File: config.mk
export PLATFORM = sky130hd
export DESIGN_NAME = imem_prog_flat
export DESIGN_NICKNAME = d
export VERILOG_FILES = /design/src/rtl/imem_pkg.sv /design/src/rtl/imem_if.sv /design/src/rtl/imem_array.sv /design/src/rtl/imem_prog.sv /design/src/flat_wrapper.sv
export SDC_FILE = /design/constraint.sdc
export NUM_CORES = 2
export LEC_CHECK = 0
export CORE_MARGIN = 8
export CORE_UTILIZATION = 50
export DETAILED_ROUTE_END_ITERATION = 8
export GPL_ROUTABILITY_DRIVEN = 0
export MAX_ROUTING_LAYER = met4
export PLACE_DENSITY = 0.66
export SYNTH_ARGS = -nofsm -noshare
export SYNTH_HDL_FRONTEND = slang
export SYNTH_SLANG_ARGS = --single-unit
File: constraint.sdc
create_clock -name clk -period 4.5 [get_ports clk]
set_input_delay 0.45 -clock clk [delete_from_list [all_inputs] [get_ports clk]]
set_output_delay 0.45 -clock clk [all_outputs]
set_load 0.005 [all_outputs]
File: src/rtl/imem_pkg.sv
// Shared types and constants for the loadable instruction memory.
// Holds the controller state encoding and the index-width helper.
package imem_pkg;

   typedef enum logic [1:0] {
      CLEAR = 2'd0,
      IDLE  = 2'd1,
      LOAD  = 2'd2
   } state_t;

   localparam logic [31:0] NOP_DEFAULT = 32'h0000_0000;

   function automatic int idx_w(input int depth);
      return $clog2(depth);
   endfunction

endpackage

File: src/rtl/imem_if.sv
// Fetch and program-load bus of the instruction memory.
// The master drives fetch requests and the load stream; the slave is the memory.
interface imem_if #(
   parameter int DATA_W = 32,
   parameter int ADDR_W = 32
);

   logic [ADDR_W-1:0] pc;
   logic              fetch_en;
   logic [DATA_W-1:0] instruction;
   logic              instr_valid;
   logic              misaligned;
   logic              out_of_range;
   logic              busy;

   logic              prog_start;
   logic [ADDR_W-1:0] prog_base;
   logic              prog_valid;
   logic              prog_last;
   logic [DATA_W-1:0] prog_data;
   logic              prog_ready;
   logic              prog_done;
   logic              prog_err;

   modport master (
      output pc, fetch_en, prog_start, prog_base, prog_valid, prog_last, prog_data,
      input  instruction, instr_valid, misaligned, out_of_range, busy,
             prog_ready, prog_done, prog_err
   );

   modport slave (
      input  pc, fetch_en, prog_start, prog_base, prog_valid, prog_last, prog_data,
      output instruction, instr_valid, misaligned, out_of_range, busy,
             prog_ready, prog_done, prog_err
   );

endinterface

File: src/rtl/imem_array.sv
// DEPTH x DATA_W storage: one synchronous write port, one asynchronous read port.
// Left without reset so it maps onto distributed RAM.
module imem_array #(
   parameter int DATA_W = 32,
   parameter int DEPTH  = 64,
   parameter int IDX_W  = 6
) (
   input  logic              clk,
   input  logic              we,
   input  logic [IDX_W-1:0]  waddr,
   input  logic [DATA_W-1:0] wdata,
   input  logic [IDX_W-1:0]  raddr,
   output logic [DATA_W-1:0] rdata
);

   logic [DATA_W-1:0] mem [DEPTH];

   always_ff @(posedge clk) begin
      if (we) begin
         mem[waddr] <= wdata;
      end
   end

   assign rdata = mem[raddr];

endmodule

File: src/rtl/imem_prog.sv
// Loadable instruction memory: clears itself after reset, accepts a valid/ready
// program stream, and serves fetches with optional one-cycle latency and fault flags.
module imem_prog
   import imem_pkg::*;
#(
   parameter int              DATA_W   = 32,
   parameter int              DEPTH    = 64,
   parameter int              ADDR_W   = 32,
   parameter int              READ_LAT = 0,
   parameter logic [DATA_W-1:0] NOP_WORD = DATA_W'(NOP_DEFAULT)
) (
   input logic   clk,
   input logic   rst_n,
   imem_if.slave bus
);

   localparam int IDX_W = idx_w(DEPTH);
   localparam logic [IDX_W-1:0] LAST_IDX = IDX_W'(DEPTH - 1);

   state_t            state, state_nxt;
   logic [IDX_W-1:0]  clr_ptr, load_ptr;
   logic              done_q, err_q;
   logic              accept, overrun;
   logic              busy, ready;
   logic              we;
   logic [IDX_W-1:0]  waddr;
   logic [DATA_W-1:0] wdata;
   logic [IDX_W-1:0]  fetch_idx;
   logic [DATA_W-1:0] rdata;
   logic              pc_mis, pc_oor;
   logic [DATA_W-1:0] f_instr;
   logic              f_vld, f_mis, f_oor;
   logic              unused_ok;

   assign accept  = (state == LOAD) && bus.prog_valid;
   // The last slot without prog_last ends the load; there is no wrap to index 0.
   assign overrun = accept && !bus.prog_last && (load_ptr == LAST_IDX);

   always_ff @(posedge clk or negedge rst_n) begin
      if (!rst_n) begin
         state    <= CLEAR;
         clr_ptr  <= '0;
         load_ptr <= '0;
         done_q   <= 1'b0;
         err_q    <= 1'b0;
      end else begin
         state  <= state_nxt;
         done_q <= accept && bus.prog_last;
         err_q  <= overrun;
         if (state == CLEAR) begin
            clr_ptr <= clr_ptr + 1'b1;
         end
         if ((state == IDLE) && bus.prog_start) begin
            load_ptr <= bus.prog_base[IDX_W+1:2];
         end else if (accept) begin
            load_ptr <= load_ptr + 1'b1;
         end
      end
   end

   always_comb begin
      state_nxt = state;
      unique case (state)
         CLEAR: if (clr_ptr == LAST_IDX) state_nxt = IDLE;
         IDLE:  if (bus.prog_start) state_nxt = LOAD;
         LOAD:  if (accept && (bus.prog_last || (load_ptr == LAST_IDX))) state_nxt = IDLE;
         default: state_nxt = CLEAR;
      endcase
   end

   always_comb begin
      busy  = 1'b0;
      ready = 1'b0;
      we    = 1'b0;
      waddr = clr_ptr;
      wdata = NOP_WORD;
      unique case (state)
         CLEAR: begin
            busy = 1'b1;
            we   = 1'b1;
         end
         LOAD: begin
            busy  = 1'b1;
            ready = 1'b1;
            we    = accept;
            waddr = load_ptr;
            wdata = bus.prog_data;
         end
         default: ;
      endcase
   end

   assign bus.busy       = busy;
   assign bus.prog_ready = ready;
   assign bus.prog_done  = done_q;
   assign bus.prog_err   = err_q;

   imem_array #(
      .DATA_W (DATA_W),
      .DEPTH  (DEPTH),
      .IDX_W  (IDX_W)
   ) u_array (
      .clk   (clk),
      .we    (we),
      .waddr (waddr),
      .wdata (wdata),
      .raddr (fetch_idx),
      .rdata (rdata)
   );

   assign fetch_idx = bus.pc[IDX_W+1:2];
   assign pc_mis    = (bus.pc[1:0] != 2'b00);
   assign pc_oor    = ((bus.pc >> (IDX_W + 2)) != '0);

   always_comb begin
      f_instr = NOP_WORD;
      f_vld   = 1'b0;
      f_mis   = 1'b0;
      f_oor   = 1'b0;
      if (!busy) begin
         if (pc_mis) begin
            f_mis = 1'b1;
         end else if (pc_oor) begin
            f_oor = 1'b1;
         end else begin
            f_instr = rdata;
            f_vld   = 1'b1;
         end
      end
   end

   if (READ_LAT == 0) begin : g_comb
      assign bus.instruction  = f_instr;
      assign bus.instr_valid  = f_vld;
      assign bus.misaligned   = f_mis;
      assign bus.out_of_range = f_oor;
   end else begin : g_reg
      logic [DATA_W-1:0] instr_p1;
      logic              vld_p1, mis_p1, oor_p1;

      // Fetch stage boundary: capture only on requested cycles, hold otherwise.
      always_ff @(posedge clk or negedge rst_n) begin
         if (!rst_n) begin
            instr_p1 <= NOP_WORD;
            vld_p1   <= 1'b0;
            mis_p1   <= 1'b0;
            oor_p1   <= 1'b0;
         end else if (bus.fetch_en) begin
            instr_p1 <= f_instr;
            vld_p1   <= f_vld;
            mis_p1   <= f_mis;
            oor_p1   <= f_oor;
         end
      end

      assign bus.instruction  = busy ? NOP_WORD : instr_p1;
      assign bus.instr_valid  = !busy && vld_p1;
      assign bus.misaligned   = !busy && mis_p1;
      assign bus.out_of_range = !busy && oor_p1;
   end

   assign unused_ok = ^{bus.prog_base, bus.fetch_en};

endmodule

File: src/flat_wrapper.sv
// flat-port wrapper written by rule: the top's interface ports become plain ports
module imem_prog_flat import imem_pkg::*;
#(
   parameter int              DATA_W   = 32,
   parameter int              DEPTH    = 64,
   parameter int              ADDR_W   = 32,
   parameter int              READ_LAT = 0,
   parameter logic [DATA_W-1:0] NOP_WORD = DATA_W'(NOP_DEFAULT)
)
  (clk, rst_n, bus_pc, bus_fetch_en, bus_prog_start, bus_prog_base, bus_prog_valid, bus_prog_last, bus_prog_data, bus_instruction, bus_instr_valid, bus_misaligned, bus_out_of_range, bus_busy, bus_prog_ready, bus_prog_done, bus_prog_err);
  imem_if #(.DATA_W(DATA_W), .ADDR_W(ADDR_W)) bus_i ();
  input logic clk;
  input logic rst_n;
  input wire logic [$bits(bus_i.pc)-1:0] bus_pc;
  input wire logic [$bits(bus_i.fetch_en)-1:0] bus_fetch_en;
  input wire logic [$bits(bus_i.prog_start)-1:0] bus_prog_start;
  input wire logic [$bits(bus_i.prog_base)-1:0] bus_prog_base;
  input wire logic [$bits(bus_i.prog_valid)-1:0] bus_prog_valid;
  input wire logic [$bits(bus_i.prog_last)-1:0] bus_prog_last;
  input wire logic [$bits(bus_i.prog_data)-1:0] bus_prog_data;
  output wire logic [$bits(bus_i.instruction)-1:0] bus_instruction;
  output wire logic [$bits(bus_i.instr_valid)-1:0] bus_instr_valid;
  output wire logic [$bits(bus_i.misaligned)-1:0] bus_misaligned;
  output wire logic [$bits(bus_i.out_of_range)-1:0] bus_out_of_range;
  output wire logic [$bits(bus_i.busy)-1:0] bus_busy;
  output wire logic [$bits(bus_i.prog_ready)-1:0] bus_prog_ready;
  output wire logic [$bits(bus_i.prog_done)-1:0] bus_prog_done;
  output wire logic [$bits(bus_i.prog_err)-1:0] bus_prog_err;
  assign bus_i.pc = bus_pc;
  assign bus_i.fetch_en = bus_fetch_en;
  assign bus_i.prog_start = bus_prog_start;
  assign bus_i.prog_base = bus_prog_base;
  assign bus_i.prog_valid = bus_prog_valid;
  assign bus_i.prog_last = bus_prog_last;
  assign bus_i.prog_data = bus_prog_data;
  assign bus_instruction = bus_i.instruction;
  assign bus_instr_valid = bus_i.instr_valid;
  assign bus_misaligned = bus_i.misaligned;
  assign bus_out_of_range = bus_i.out_of_range;
  assign bus_busy = bus_i.busy;
  assign bus_prog_ready = bus_i.prog_ready;
  assign bus_prog_done = bus_i.prog_done;
  assign bus_prog_err = bus_i.prog_err;
  imem_prog #(.DATA_W(DATA_W), .DEPTH(DEPTH), .ADDR_W(ADDR_W), .READ_LAT(READ_LAT), .NOP_WORD(NOP_WORD)) u_core (.clk(clk), .rst_n(rst_n), .bus(bus_i));
endmodule
==> flow_summary.html <==
<table>
<tr><th>Metric</th><th>Value</th></tr>
<tr><th colspan="2">Timing</th></tr>
<tr><td>Final hold violation count</td><td>0</td></tr>
<tr><td>Clock tree skew after final layout</td><td>just under 30 ps</td></tr>
<tr><td>Final max-slew violation count</td><td>0</td></tr>
<tr><td>Final Cycle Share</td><td>between 90% and 100%</td></tr>
<tr><td>Min cycle time layout</td><td>4280 ps</td></tr>
<tr><td>Worst Slack Setup Final</td><td>223 ps</td></tr>
<tr><td>Maximum operating frequency</td><td>0.234 GHz</td></tr>
<tr><td>RSZ-0062 raised after global routing</td><td>no</td></tr>
<tr><td>Setup TNS</td><td>0 ps</td></tr>
<tr><td>Transition time at the pin with the least slew margin</td><td>1280 ps</td></tr>
<tr><td>Setup-failing EPs final</td><td>0</td></tr>
<tr><td>Worst-case headroom to the max-slew limit</td><td>14.4%</td></tr>
<tr><th colspan="2">Clocking</th></tr>
<tr><td>Root buffer cell</td><td>clkbuf_16</td></tr>
<tr><td>Clock latency at the later pin of the worst-skew pair</td><td>810 ps</td></tr>
<tr><td>Gates resized, CTS repair</td><td>2</td></tr>
<tr><td>H-tree lvl count</td><td>4</td></tr>
<tr><td>Total clock sinks</td><td>2,064</td></tr>
<tr><td>Number of CTS-inserted buffers</td><td>201</td></tr>
<tr><td>Clk buf depth</td><td>3</td></tr>
<tr><td>TritonCTS clock tree</td><td>built</td></tr>
<tr><td>Total setup buffers inserted after CTS</td><td>0</td></tr>
<tr><td>Clock Pin Slew Worst Setup and Hold Paths</td><td>60 ps</td></tr>
<tr><td>Quantity of hold-fixing buffers added after cts</td><td>0</td></tr>
<tr><th colspan="2">Final layout</th></tr>
<tr><td>Number of cells in the finished layout apart from fillers</td><td>6,152</td></tr>
<tr><td>Final design utilization</td><td>57.1%</td></tr>
<tr><td>FF+latch area</td><td>0.0619 mm^2</td></tr>
<tr><td>Nets@finish</td><td>4,015</td></tr>
<tr><td>Fill cells</td><td>11,500</td></tr>
<tr><td>Fraction of final layout cells sized beyond drive strength 1</td><td>26.3%</td></tr>
<tr><td>Layout overhead on the synthesized area</td><td>13.6%</td></tr>
<tr><td>Non-Filler Cell Area, Final</td><td>0.0904 mm^2</td></tr>
<tr><td>Multi-input combinational cell area</td><td>0.0170 mm^2</td></tr>
<tr><th colspan="2">Pwr</th></tr>
<tr><td>Switching power of the nets</td><td>0.0119 W</td></tr>
<tr><td>Leakage power</td><td>28.9 nW</td></tr>
<tr><td>Fraction of power consumed by combinational cells</td><td>about an eighth</td></tr>
<tr><td>Switching part of the total</td><td>25.7%</td></tr>
<tr><td>Power Dens Cells</td><td>514 mW/mm^2</td></tr>
<tr><td>Clock network power share</td><td>between 30% and 40%</td></tr>
<tr><td>Peak supply drop</td><td>484 uV</td></tr>
<tr><td>Int Pwr</td><td>0.0345 W</td></tr>
<tr><td>Sequential Power Share</td><td>a little over half</td></tr>
<tr><th colspan="2">Critical path</th></tr>
<tr><td>Capture point of the worst path</td><td>bus_instruction[14]</td></tr>
<tr><td>Count of buffering cells on the critical path with inverters included</td><td>2</td></tr>
<tr><td>Endpoint of the worst-slack reg-to-reg timing path</td><td>u_core.u_array.mem[56][9]$_DFFE_PP_</td></tr>
<tr><td>Highest net fanout along the worst path</td><td>23</td></tr>
<tr><td>Cells along the critical path</td><td>nand2_2 -&gt; or4_4 -&gt; buf_4 -&gt; a2111oi_2 -&gt; a221o_1 -&gt; clkdlybuf4s50_1</td></tr>
<tr><td>Largest delay contributor family on the critical path</td><td>buffers and inverters</td></tr>
<tr><td>Max incr delay on CP</td><td>560 ps</td></tr>
<tr><td>Max stage delay cell, worst path</td><td>clkdlybuf4s50_1</td></tr>
<tr><td>Setup slack, reg-to-reg</td><td>920 ps</td></tr>
<tr><td>Required @ worst endpoint</td><td>just over 4000 ps</td></tr>
<tr><td>Origin of the worst setup path</td><td>u_core.state[0]$_DFFE_PN0P_</td></tr>
<tr><td>Critical path start-end classification</td><td>reg2out</td></tr>
<tr><td>Data arrival time of the critical path</td><td>~3800 ps</td></tr>
<tr><td>Cell depth of the worst setup path</td><td>6</td></tr>
<tr><td>Crit. End Element</td><td>output port</td></tr>
<tr><td>R2r startpoint</td><td>u_core.state[0]$_DFFE_PN0P_</td></tr>
<tr><td>Worst-case reg-to-reg path depth</td><td>7</td></tr>
<tr><td>Crit path launch type</td><td>flip-flop</td></tr>
<tr><th colspan="2">Logic synthesis</th></tr>
<tr><td>Most frequent cell after synthesis</td><td>edfxtp_1</td></tr>
<tr><td>Mux share of post-synthesis cell area</td><td>about 15%</td></tr>
<tr><td>Dominant combinational cell family by area after synthesis</td><td>multiplexers</td></tr>
<tr><td>Top post-synthesis cells by count</td><td>2,048 x edfxtp_1, 428 x mux4_2, 184 x mux2i_1</td></tr>
<tr><td>Count of distinct cell types in the synthesized netlist</td><td>61</td></tr>
<tr><td>Number of flops mapped to enable cells by yosys</td><td>2,048</td></tr>
<tr><td>Avg Inst Size Synth</td><td>22.0 um^2</td></tr>
<tr><td>Share of Yosys cell area claimed by the top area cell type</td><td>77.3%</td></tr>
<tr><td>Top_reg_cell synth</td><td>edfxtp_1</td></tr>
<tr><td>Register bit total from synthesis</td><td>2,064</td></tr>
<tr><td>Synth Net Count</td><td>3,730</td></tr>
<tr><td>Leading post-synthesis cells by cell area</td><td>edfxtp_1 77%, mux4_2 12%, mux2i_1 2.3%</td></tr>
<tr><td>Post-Synth Adder-Cell Area</td><td>0.0314%</td></tr>
<tr><td>Area leader, netlist</td><td>edfxtp_1</td></tr>
<tr><td>Async SR Flop Fraction</td><td>0.775%</td></tr>
<tr><td>Syn. warnings</td><td>0</td></tr>
<tr><td>Synthesized netlist cell count</td><td>3,626</td></tr>
<tr><td>Fraction of the yosys area taken by sequential cells</td><td>77.8%</td></tr>
<tr><td>Synth Area in Simple Gates</td><td>2.27%</td></tr>
<tr><td>Synth Area in Compound Gates</td><td>under 10%</td></tr>
<tr><td>Post-Synth XOR/XNOR Area</td><td>0.110%</td></tr>
<tr><td>Post-synthesis instance area</td><td>0.0796 mm^2</td></tr>
<tr><th colspan="2">Place</th></tr>
<tr><td>Post-detailed-placement half-perimeter wirelength</td><td>108 mm</td></tr>
<tr><td>Standard cell area after detailed placement</td><td>0.0843 mm^2</td></tr>
<tr><td>Pre-CTS worst setup slack</td><td>234 ps</td></tr>
<tr><td>Placed Cells</td><td>~5,800</td></tr>
<tr><td>I/O Buffers</td><td>113</td></tr>
<tr><th colspan="2">Flow run</th></tr>
<tr><td>Number of maximum-capacitance violations</td><td>0</td></tr>
<tr><th colspan="2">Drt</th></tr>
<tr><td>Detailed Route Iter0 Violations</td><td>4,615</td></tr>
<tr><td>Drt drc</td><td>0</td></tr>
<tr><td>Vias per std cell</td><td>6.23</td></tr>
<tr><td>WL/cell</td><td>between 30 and 40 um</td></tr>
<tr><td>Post-route ant nets</td><td>0</td></tr>
<tr><td>Total via count after detailed routing</td><td>approximately 38,000</td></tr>
<tr><td>TritonRoute pass-1 iters</td><td>5</td></tr>
<tr><td>Aggregate routed wire length</td><td>~190 mm</td></tr>
<tr><th colspan="2">Global routing</th></tr>
<tr><td>Vias in the first global route</td><td>39,000</td></tr>
<tr><td>Pin count of the biggest net entering global routing</td><td>84</td></tr>
<tr><td>Global-route wire length before repair</td><td>273 mm</td></tr>
<tr><td>Grt ovf</td><td>0</td></tr>
<tr><td>GRT Total Usage</td><td>22.3%</td></tr>
<tr><td>Initial antenna violation count</td><td>1</td></tr>
<tr><th colspan="2">Die</th></tr>
<tr><td>Die Ht</td><td>415 um</td></tr>
<tr><td>Core Footprint</td><td>0.158 mm^2</td></tr>
<tr><td>Row count</td><td>146</td></tr>
<tr><td>DIE WIDTH</td><td>415 um</td></tr>
<tr><td>Starting utilization of the core area</td><td>around half</td></tr>
<tr><td>Die area</td><td>0.172 mm^2</td></tr>
<tr><td>Boundary Pins</td><td>141</td></tr>
<tr><th colspan="2">Hold path</th></tr>
<tr><td>Worst min-delay path category</td><td>in2async</td></tr>
<tr><th colspan="2">Outcome</th></tr>
<tr><td>Result of the run</td><td>completed</td></tr>
</table>
## power by group through the flow
stage	Combinational [W]	Clock, W	Sequential, W
floorplan	0.00332	0	0.0250
detailed placement	0.00611	0	0.0252
global placement	0.00596	0	0.0251
CTS	0.00613	0.0159	0.0248
finish	0.00608	0.0156	0.0248
global route	0.00645	0.0165	0.0249
## worst min-delay path by stage
stage          cells after the start                              to  slack (ps)
5_1_grt                            1  u_core.load_ptr[1]$_DFFE_PN0P_         100
4_1_cts                            1  u_core.bus.prog_done$_DFF_PN0_          40
2_1_floorplan                      0  u_core.bus.prog_done$_DFF_PN0_         150
3_5_place_dp                       1   u_core.clr_ptr[5]$_DFFE_PN0N_         560
6_report                           1  u_core.bus.prog_done$_DFF_PN0_          70
3_3_place_gp                       1   u_core.clr_ptr[5]$_DFFE_PN0N_         550
## registers in the layout, indices dropped and copies added (netlist names)
signal and flops:
u_core.bus.prog_done 1, u_core.bus.prog_err 1, u_core.clr_ptr 6, u_core.load_ptr 6, u_core.state 2, u_core.u_array.mem 2048
## per-layer routing
| layer | vias to the layer above | share of wire [%] | global-route usage [%] |
|---|---|---|---|
| met5 | - | 0 | - |
| met2 | 1462 | 49 | 35.4 |
| met3 | 278 | 6.5 | 3.42 |
| met4 | 0 | 2.8 | 6.60 |
| met1 | 20600 | 41 | 30.2 |
| li1 | 16000 | - | - |
## through the flow
step	power [W]	hold WS, ps
2_1_floorplan	0.0284	154
4_1_cts	0.0468	40.8
6_report	0.0465	70.9
3_3_place_gp	0.0310	549
5_1_grt	0.0479	98.4
3_5_place_dp	0.0313	556
## area by class of cell
cell class                      count  area share (%)
Inverter                           12          0.0498
Antenna cell                        2         0.00554
Timing Repair Buffer              286            3.05
Multi-Input combinational cell   1346            18.9
Clock buffer                      245            5.81
Clock inverter                    125           0.891
Sequential cell                  2064            68.5
Tap cell                         2072            2.87
## cells by family (layout without fill, tap and decap cells)
family,after synthesis,count (layout)
AO/OA/AOI/OAI,331,331
adder cells (fa/ha/maj),2,2
XOR/XNOR,10,10
buffers and inverters,216,668
multiplexers,657,657
flip-flops,2064,2064
other,0,2
AND/OR/NAND/NOR,346,346
## cell usage in the layout, fill, tap and decap left out, drive strengths merged, types with 10 or more instances in the layout
| cell | Yosys | routed |
|---|---|---|
| and2 | 33 | 33 |
| nor3 | 62 | 62 |
| mux2 | 45 | 45 |
| dfrtp | 16 | 16 |
| o221ai | 22 | 22 |
| mux4 | 428 | 428 |
| inv | 11 | 20 |
| a2111oi | 25 | 25 |
| mux2i | 184 | 184 |
| a22oi | 85 | 85 |
| nand3 | 14 | 14 |
| o22ai | 86 | 86 |
| clkbuf | 64 | 245 |
| buf | 140 | 178 |
| nor3b | 22 | 22 |
| edfxtp | 2048 | 2048 |
| nor2 | 104 | 104 |
| o21ai | 32 | 32 |
| o2111ai | 21 | 21 |
| a21oi | 11 | 11 |
| or2 | 23 | 23 |
| nand2b | 10 | 10 |
| clkinv | 1 | 106 |
| nand2 | 39 | 39 |
| a221o | 22 | 22 |
| clkdlybuf4s50 | 0 | 108 |
(Power assumes the default switching activity.)
